File: config.mk
export PLATFORM = sky130hd
export DESIGN_NAME = multi_mode_counter
export DESIGN_NICKNAME = d
export VERILOG_FILES = /design/src/rtl/counter_pkg.sv /design/src/rtl/tick_divider.sv /design/src/rtl/multi_mode_counter.sv
export SDC_FILE = /design/constraint.sdc
export NUM_CORES = 1
export LEC_CHECK = 0
export BUFFER_PORTS_ARGS = -buffer_cell sky130_fd_sc_hd__buf_2
export CORE_ASPECT_RATIO = 1.1
export CORE_MARGIN = 8
export CORE_UTILIZATION = 40
export CTS_BUF_LIST = sky130_fd_sc_hd__clkbuf_16
export DETAILED_ROUTE_END_ITERATION = 12
export PLACE_DENSITY_LB_ADDON = 0.3
export SKIP_CTS_REPAIR_TIMING = 1
export SKIP_LAST_GASP = 1
export SLEW_MARGIN = 10
export SYNTH_ARGS = -nofsm -noshare
export SYNTH_HDL_FRONTEND = slang
export SYNTH_HIERARCHICAL = 1
export SYNTH_SLANG_ARGS = --single-unit
File: constraint.sdc
create_clock -name i_clock_50mhz -period 2.84 [get_ports i_clock_50mhz]
set_clock_uncertainty 0.15 [all_clocks]
set_input_delay 0.852 -clock i_clock_50mhz [delete_from_list [all_inputs] [get_ports i_clock_50mhz]]
set_output_delay 0.852 -clock i_clock_50mhz [all_outputs]
set_load 0.01 [all_outputs]
File: src/rtl/counter_pkg.sv
// Shared types and the hex seven-segment glyph table for multi_mode_counter.
package counter_pkg;

  typedef logic [6:0] seg7_t;

  typedef enum logic {
    DIR_DOWN = 1'b0,
    DIR_UP   = 1'b1
  } dir_e;

  typedef enum logic {
    MODE_WRAP = 1'b0,
    MODE_SAT  = 1'b1
  } mode_e;

  // Active-low segments, bit order gfedcba.
  localparam seg7_t SEG7_HEX [16] = '{
    7'b1000000, 7'b1111001, 7'b0100100, 7'b0110000,
    7'b0011001, 7'b0010010, 7'b0000010, 7'b1111000,
    7'b0000000, 7'b0010000, 7'b0001000, 7'b0000011,
    7'b1000110, 7'b0100001, 7'b0000110, 7'b0001110
  };

  function automatic seg7_t seg7_decode(input logic [3:0] nibble);
    return SEG7_HEX[nibble];
  endfunction

endpackage

File: src/rtl/tick_divider.sv
// Divides the system clock into a square wave; o_tick marks each rising
// edge of that square wave for one system-clock cycle.
module tick_divider #(
  parameter int DIV = 25000000
) (
  input  logic i_clock_50mhz,
  input  logic i_reset,
  output logic o_sync_clock,
  output logic o_tick
);

  localparam int CW = (DIV > 1) ? $clog2(DIV) : 1;
  localparam logic [CW-1:0] LAST = CW'(DIV - 1);

  logic [CW-1:0] cnt_q, cnt_d;
  logic          sync_q, sync_d;
  logic          at_end;

  assign at_end = (cnt_q == LAST);

  always_comb begin
    cnt_d  = cnt_q + 1'b1;
    sync_d = sync_q;
    if (at_end) begin
      cnt_d  = '0;
      sync_d = ~sync_q;
    end
  end

  always_ff @(posedge i_clock_50mhz) begin
    if (i_reset) begin
      cnt_q  <= '0;
      sync_q <= 1'b0;
    end else begin
      cnt_q  <= cnt_d;
      sync_q <= sync_d;
    end
  end

  assign o_sync_clock = sync_q;
  assign o_tick       = at_end & ~sync_q;

endmodule

File: src/rtl/multi_mode_counter.sv
// Up/down wrap-or-saturate counter advanced by a divided tick, with hex
// seven-segment display, LED mirror, visible sync clock and wrap pulse.
module multi_mode_counter
  import counter_pkg::*;
#(
  parameter int              WIDTH     = 8,
  parameter longint unsigned MAX_VALUE = (64'd1 << WIDTH) - 64'd1,
  parameter longint unsigned INITIAL   = 64'd0,
  parameter int              CLOCK_HZ  = 50000000,
  parameter int              FREQUENCY = 1,
  localparam int             DIGITS    = (WIDTH + 3) / 4
) (
  input  logic                  i_clock_50mhz,
  input  logic                  i_reset,
  input  logic                  i_set,
  input  logic                  i_pause,
  input  logic                  i_count,
  input  logic                  i_type,
  output logic [WIDTH-1:0]      o_value,
  output logic [DIGITS*7-1:0]   o_hex,
  output logic [WIDTH-1:0]      o_LEDS,
  output logic                  o_sync_clock,
  output logic                  o_wrap
);

  localparam int DIV = CLOCK_HZ / (2 * FREQUENCY);
  localparam logic [WIDTH-1:0] MAX_V  = WIDTH'(MAX_VALUE);
  localparam logic [WIDTH-1:0] INIT_V = WIDTH'(INITIAL);

  if (WIDTH < 1 || WIDTH > 32) begin : g_bad_width
    $error("multi_mode_counter: WIDTH must be 1..32");
  end
  if (MAX_VALUE < 64'd1 || MAX_VALUE > ((64'd1 << WIDTH) - 64'd1)) begin : g_bad_max
    $error("multi_mode_counter: MAX_VALUE out of range");
  end
  if (INITIAL > MAX_VALUE) begin : g_bad_init
    $error("multi_mode_counter: INITIAL exceeds MAX_VALUE");
  end
  if (DIV < 1) begin : g_bad_div
    $error("multi_mode_counter: CLOCK_HZ/(2*FREQUENCY) must be >= 1");
  end

  logic tick;

  tick_divider #(.DIV(DIV)) u_div (
    .i_clock_50mhz (i_clock_50mhz),
    .i_reset       (i_reset),
    .o_sync_clock  (o_sync_clock),
    .o_tick        (tick)
  );

  logic [WIDTH-1:0] value_q, value_d;
  logic             wrap_q, wrap_d;
  dir_e             dir;
  mode_e            mode;

  assign dir  = dir_e'(i_count);
  assign mode = mode_e'(i_type);

  // Ticks arriving during set or pause are dropped, never queued.
  always_comb begin
    value_d = value_q;
    wrap_d  = 1'b0;
    if (i_set) begin
      value_d = INIT_V;
    end else if (!i_pause && tick) begin
      if (dir == DIR_UP) begin
        if (value_q >= MAX_V) begin
          if (mode == MODE_WRAP) begin
            value_d = '0;
            wrap_d  = 1'b1;
          end
        end else begin
          value_d = value_q + 1'b1;
        end
      end else begin
        if (value_q == '0) begin
          if (mode == MODE_WRAP) begin
            value_d = MAX_V;
            wrap_d  = 1'b1;
          end
        end else begin
          value_d = value_q - 1'b1;
        end
      end
    end
  end

  always_ff @(posedge i_clock_50mhz) begin
    if (i_reset) begin
      value_q <= '0;
      wrap_q  <= 1'b0;
    end else begin
      value_q <= value_d;
      wrap_q  <= wrap_d;
    end
  end

  assign o_value = value_q;
  assign o_LEDS  = value_q;
  assign o_wrap  = wrap_q;

  logic [DIGITS*4-1:0] nib_pad;
  assign nib_pad = (DIGITS*4)'(value_q);

  for (genvar k = 0; k < DIGITS; k++) begin : g_digit
    assign o_hex[7*k +: 7] = seg7_decode(nib_pad[4*k +: 4]);
  end

endmodule
# ---- Word-level counts from Yosys, hierarchy flattened
# Memories as Yosys holds them, arrays and structs flattened.
# Cells that the tools add are included.
dict set report totals {
  ff_bits 35
  romBits 224
  input_bits 6
  output_inout_bits 32
  wordCells 40
  memories 2
}
# name depth width rd rd_clocked_by_memory_dff wr line_no
set memory_table {}
lappend memory_table {{(name not given)} 16 7 1 0 0 counter_pkg.sv:25} ;# return SEG7_HEX[nibble];
lappend memory_table {{(name not given)} 16 7 1 0 0 counter_pkg.sv:25}
dict set report classes {
  add_sub_neg 3
  order_cmp 3
  eq_ne 3
  muxes 13
  bitwise 5
  n_reduce_logical 7
}
# op n
set ops {}
lappend ops {{2-to-1 mux 8 bit} 5}
lappend ops {{2-to-1 mux 7 bit} 4}
lappend ops {{adder 25 x 1 -> 25 bit, second input constant} 1}
lappend ops {{== test 25 bit, second input constant} 1}
lappend ops {{>= comparator 5 bit, second input constant} 2}
lappend ops {{inverter 4 -> 5 bit} 2}
lappend ops {{adder 8 x 1 -> 8 bit, second input constant} 1}
lappend ops {{>= comparator 8 bit, second input constant} 1}
lappend ops {{logical NOT 8 bit} 1}
lappend ops {{subtractor 8 x 1 -> 8 bit, second input constant} 1}
lappend ops {{!= test 3 bit, second input constant} 2}
lappend ops {{2-to-1 mux 1 bit} 4}
lappend ops {{OR reduction 2 bit} 2}
lappend ops {{AND reduction 3 bit} 1}
lappend ops {{OR reduction 3 bit} 1}
lappend ops {{inverter 1 bit} 2}
lappend ops {{bitwise AND 1 bit} 1}
lappend ops {{logical AND 1 bit} 1}
lappend ops {{logical NOT 1 bit} 1}

# ---- Longest topological paths before layout
dict set report logic_depth {
  word_depth 5
  mapped_depth 9
  mapped_depth_nobuf 8
}

# ---- Modules after synthesis
# Netlist, hierarchy kept.
# module n_inst cells_per_inst area_each_um2 seq_area_each_um2
set by_module_without_submodules {}
lappend by_module_without_submodules {multi_mode_counter 1 172 1288.7 180.2}
lappend by_module_without_submodules {tick_divider 1 137 1194.9 520.5}

# ---- Worst setup path after synthesis
# Ideal clock, no wire load.
dict set report synth_path {
  path_type {reg-to-output}
  from {register value_q[4], in the netlist o_LEDS[4]}
  to {output o_hex[10]}
  t_arrival_ns 1.531
  required_ns 1.838
  setup_slack_ns 0.307
  path_stages_with_launch 7
  path_buffers 1
  cell_sequence {dfxtp_1 > clkbuf_1 > inv_1 > ha_1 > nor2_1 > nor3_1 > a31oi_1}
}
dict set report synth_between {
  elab_chain_len 4
}
# item line_no
set synth_lines {}
lappend synth_lines {{start: declaration} multi_mode_counter.sv:52} ;# logic [WIDTH-1:0] value_q, value_d;
lappend synth_lines {{start signal: assignment} multi_mode_counter.sv:94} ;# value_q <= value_d;
lappend synth_lines {{inverter 4 -> 5 bit (implied by the code)} counter_pkg.sv:25}
lappend synth_lines {{memory read (16 x 7 bit)} --}
lappend synth_lines {{2-to-1 mux 7 bit (implied by the code) (2 in series)} counter_pkg.sv:25}
lappend synth_lines {{end: declaration} multi_mode_counter.sv:20} ;# output logic [DIGITS*7-1:0] o_hex,
# No other way between the ends. The select of a mux whose other input is x is not followed.

# ---- Worst setup path after layout
dict set report layout_path {
  from {register value_q[1], in the netlist o_LEDS[1]}
  to {output o_hex[0]}
}
# The elaborated chain is that of the path after synthesis.

==> metrics.csv <==
stage,metric,value,unit
outcome,status,completed,
route,DR DRC count,0,
clocking,clock buffer depth,2,
floorplan,row cnt,30,
place,port buffer count,37,
floorplan,Ports,38,
clocking,Worst-path clk slew,0.05,ns
floorplan,Starting Density,40.84,%
floorplan,die height,98.65,µm
setup_path,"Arr. time, crit path",1.75,ns
final_layout,nets,358,
floorplan,Die ar.,0.008990,mm²
power_and_ir_drop,VDD IR max,294.7,µV
route,DR vias/cell,5.819,
synth,Netlist cell types,59,
synth,share of the synthesized area in the top cell type,28.21,%
final_layout,Ant. Diodes,0,
power_and_ir_drop,clock power share,52.9,%
sta,unrepaired setup endpoints after global routing,yes,
setup_path,startpoint types,register,
sta,crit share post-route,97.01,%
synth,Yosys reg bits,35,
setup_path,endpoint of the lowest-slack register-to-register path,o_LEDS[6],
route,Pre-Repair DR Iteration Count,4,
place,HPWL after detailed placement,4.574,mm
flow_run,Max-cap violations,0,
setup_path,R2R Setup Slk,0.26,ns
synth,Mapped Cells,309,
setup_path,crit path max fanout,4,
power_and_ir_drop,Pwr Total,0.001147,W
route,wire per inst,14.95,µm
final_layout,area growth from synthesis to layout,15.97,%
clocking,CTS tree,yes,
power_and_ir_drop,Gate power share,3.7,%
sta,Hold WS,0.3338,ns
place,"Cell Area, Placed",0.002710,mm²
synth,Synth area leader,dfxtp_1,
route,initial DRC count,189,
synth,Mapped Area,0.002484,mm²
clocking,clk_lat worst skew,0.27,ns
sta,# setup viols final,0,
global_route,Total GRT Usage,13.77,%
sta,crit path time final,2.755,ns
synth,count of warnings emitted by yosys,6,
power_and_ir_drop,LEAKAGE,1.119,nW
power_and_ir_drop,PD cells,398.1,mW/mm²
min_path,Worst Hold Class,register to register,
power_and_ir_drop,Sw Share,19.87,%
setup_path,"Critical Path, Cell by Cell","inv_1, ha_2, nor2b_1, or3b_2, o21ai_0, buf_2",
route,final WL,6.266,mm
sta,Slew headroom,47.26,%
sta,f_max,363.0,MHz
synth,Mean Syn Cell Area,8.038,µm²
global_route,antenna violations before repair,0,
final_layout,share of cells above drive strength 1,21.24,%
clocking,Root Buffer,clkbuf_16,
setup_path,slowest CP cell,or3b_2,
final_layout,fin area,0.002880,mm²
place,DP Worst Slack,0.3121,ns
setup_path,Worst setup endpoint,o_hex[0],
clocking,TritonCTS Buffers,5,
setup_path,Max stage delay on crit path,0.47,ns
sta,final worst setup slack,0.08506,ns
global_route,total grt overflow,0,
synth,Post-synth ARST share,0,%
clocking,H-tree lvl count,2,
clocking,CTS Sinks,35,
sta,Final Max Slew Viols,0,
setup_path,start point of the critical path,o_LEDS[1],
floorplan,core region area,0.006081,mm²
power_and_ir_drop,Sequential Power Share,43.4,%
setup_path,endpoint type of the worst setup path,primary output,
setup_path,worst r2r src,u_div/cnt_q[20],
synth,sequential share of the synthesized area,28.21,%
sta,actual slew at the worst max-slew pin,0.7900,ns
synth,ranking of synthesized cells by area,"dfxtp_1, ha_1, nor2_1",
route,vias,2438,
final_layout,sequential standard cell area,703.2,µm²
power_and_ir_drop,Internal,0.0009188,W
global_route,vias in the first global route,2260,
route,Post-DRT Antenna Nets,0,
synth,ys flop type,dfxtp_1,
final_layout,"commonest non-fill, non-tap cell in the layout",buf_2,
synth,syn_nets,328,
floorplan,Die Wd,91.13,µm
final_layout,fillers,631,
final_layout,most frequent cells in the layout,"buf_2, dfxtp_1, nor2_1",
setup_path,required time worst endpoint,1.84,ns
global_route,pin count of the biggest net entering global routing,27,
power_and_ir_drop,Switch Pwr,0.0002279,W
place,Final GP Congestion,0.8794,
setup_path,cells on worst reg2reg path,8,
synth,Post-synth EDFFs,0,
global_route,first-pass GRT wire length,10.53,mm
setup_path,crit path kind,register to primary output,
sta,hold violation count in the final report,0,
final_layout,area of the multi-input gates,0.001587,mm²
[per-layer routing]
metal  up-vias  GRT usage (%)  wire length (µm)
met1      1162          15.93              2755
met3         8          3.650               358
met2        66          23.85              3072
met4         0          4.666                80
li1       1202              -                 -
met5         -              0                 0
[state kept, by name (all words and copies together), names as in the netlist]
register and cells:
u_div/o_sync_clock 1, u_div/cnt_q 25, o_LEDS 8, o_wrap 1
[final cells by class]
cell class                      instances  area share [%]
Clock buffer                            5           4.344
Clock inverter                          2           1.303
Inverter                               14           1.825
Multi-Input combinational cell        234           55.08
Sequential cell                        35           24.41
Tap cell                               80           3.475
Timing Repair Buffer                   49           9.557
[critical path, delay by kind of cell (launching register included)]
kind | cells | cell delay [ns]
buffers and inverters | 2 | 0.29
adder cells (fa/ha/maj) | 1 | 0.23
AND/OR/NAND/NOR | 2 | 0.53
flip-flops | 1 | 0.33
AO/OA/AOI/OAI | 1 | 0.09
[power by group through the flow]
stage	Clock, W	Sequential, W	Combinational [W]
2_1_floorplan	0	0.000509	0.0000260
3_3_place_gp	0	0.000509	0.0000413
3_5_place_dp	0	0.000509	0.0000417
4_1_cts	0.000619	0.000498	0.0000421
5_1_grt	0.000636	0.000499	0.0000470
6_report	0.000606	0.000498	0.0000421
[through the flow]
step	TNS, ns	utilization, %	instances
after floorplan	0	-	309
after global placement	0	44.57	412
after detailed placement	0	44.57	412
after CTS	0	47.24	419
after global routing	-0.02974	47.37	419
final	0	47.37	419
[Yosys cell counts (2+ instances only)]
| cell | n |
|---|---|
| a2111oi_0 | 2 |
| a21o_1 | 3 |
| a21oi_1 | 20 |
| a311oi_1 | 3 |
| a31oi_1 | 6 |
| and2_1 | 3 |
| and3_1 | 4 |
| and4_1 | 4 |
| buf_1 | 4 |
| buf_2 | 4 |
| buf_4 | 8 |
| buf_6 | 2 |
| clkbuf_1 | 7 |
| dfxtp_1 | 35 |
| ha_1 | 13 |
| inv_1 | 14 |
| mux2i_1 | 4 |
| nand2_1 | 18 |
| nand2b_1 | 3 |
| nand3_1 | 17 |
| nand4_1 | 10 |
| nor2_1 | 27 |
| nor2b_1 | 3 |
| nor3_1 | 9 |
| nor4_1 | 3 |
| nor4b_1 | 2 |
| o21a_1 | 5 |
| o21ai_0 | 12 |
| o221a_2 | 4 |
| o311a_1 | 2 |
| o31ai_1 | 8 |
| or3_1 | 5 |
| or4_1 | 7 |
| or4_4 | 2 |
| xnor2_1 | 8 |
| xor2_1 | 5 |
[worst min-delay path by stage]
stage / startpoint / to / slack (ns) / cells past startpoint
2_1_floorplan: u_div/cnt_q[0] / u_div/cnt_q[0] / 0.29 / 1
3_3_place_gp: u_div/cnt_q[22] / u_div/cnt_q[22] / 0.31 / 2
3_5_place_dp: u_div/cnt_q[22] / u_div/cnt_q[22] / 0.32 / 2
4_1_cts: u_div/cnt_q[22] / u_div/cnt_q[22] / 0.33 / 2
5_1_grt: u_div/cnt_q[22] / u_div/cnt_q[22] / 0.34 / 2
6_report: u_div/cnt_q[24] / u_div/cnt_q[24] / 0.33 / 2
[kinds of logic after synthesis]
family,Yosys count,synth area share [%]
AO/OA/AOI/OAI,80,22.42
XOR/XNOR,13,4.584
adder cells (fa/ha/maj),13,6.549
buffers and inverters,40,8.111
flip-flops,35,28.21
multiplexers,5,2.519
AND/OR/NAND/NOR,123,27.61
No activity file was read; power rests on OpenSTA's default activity.
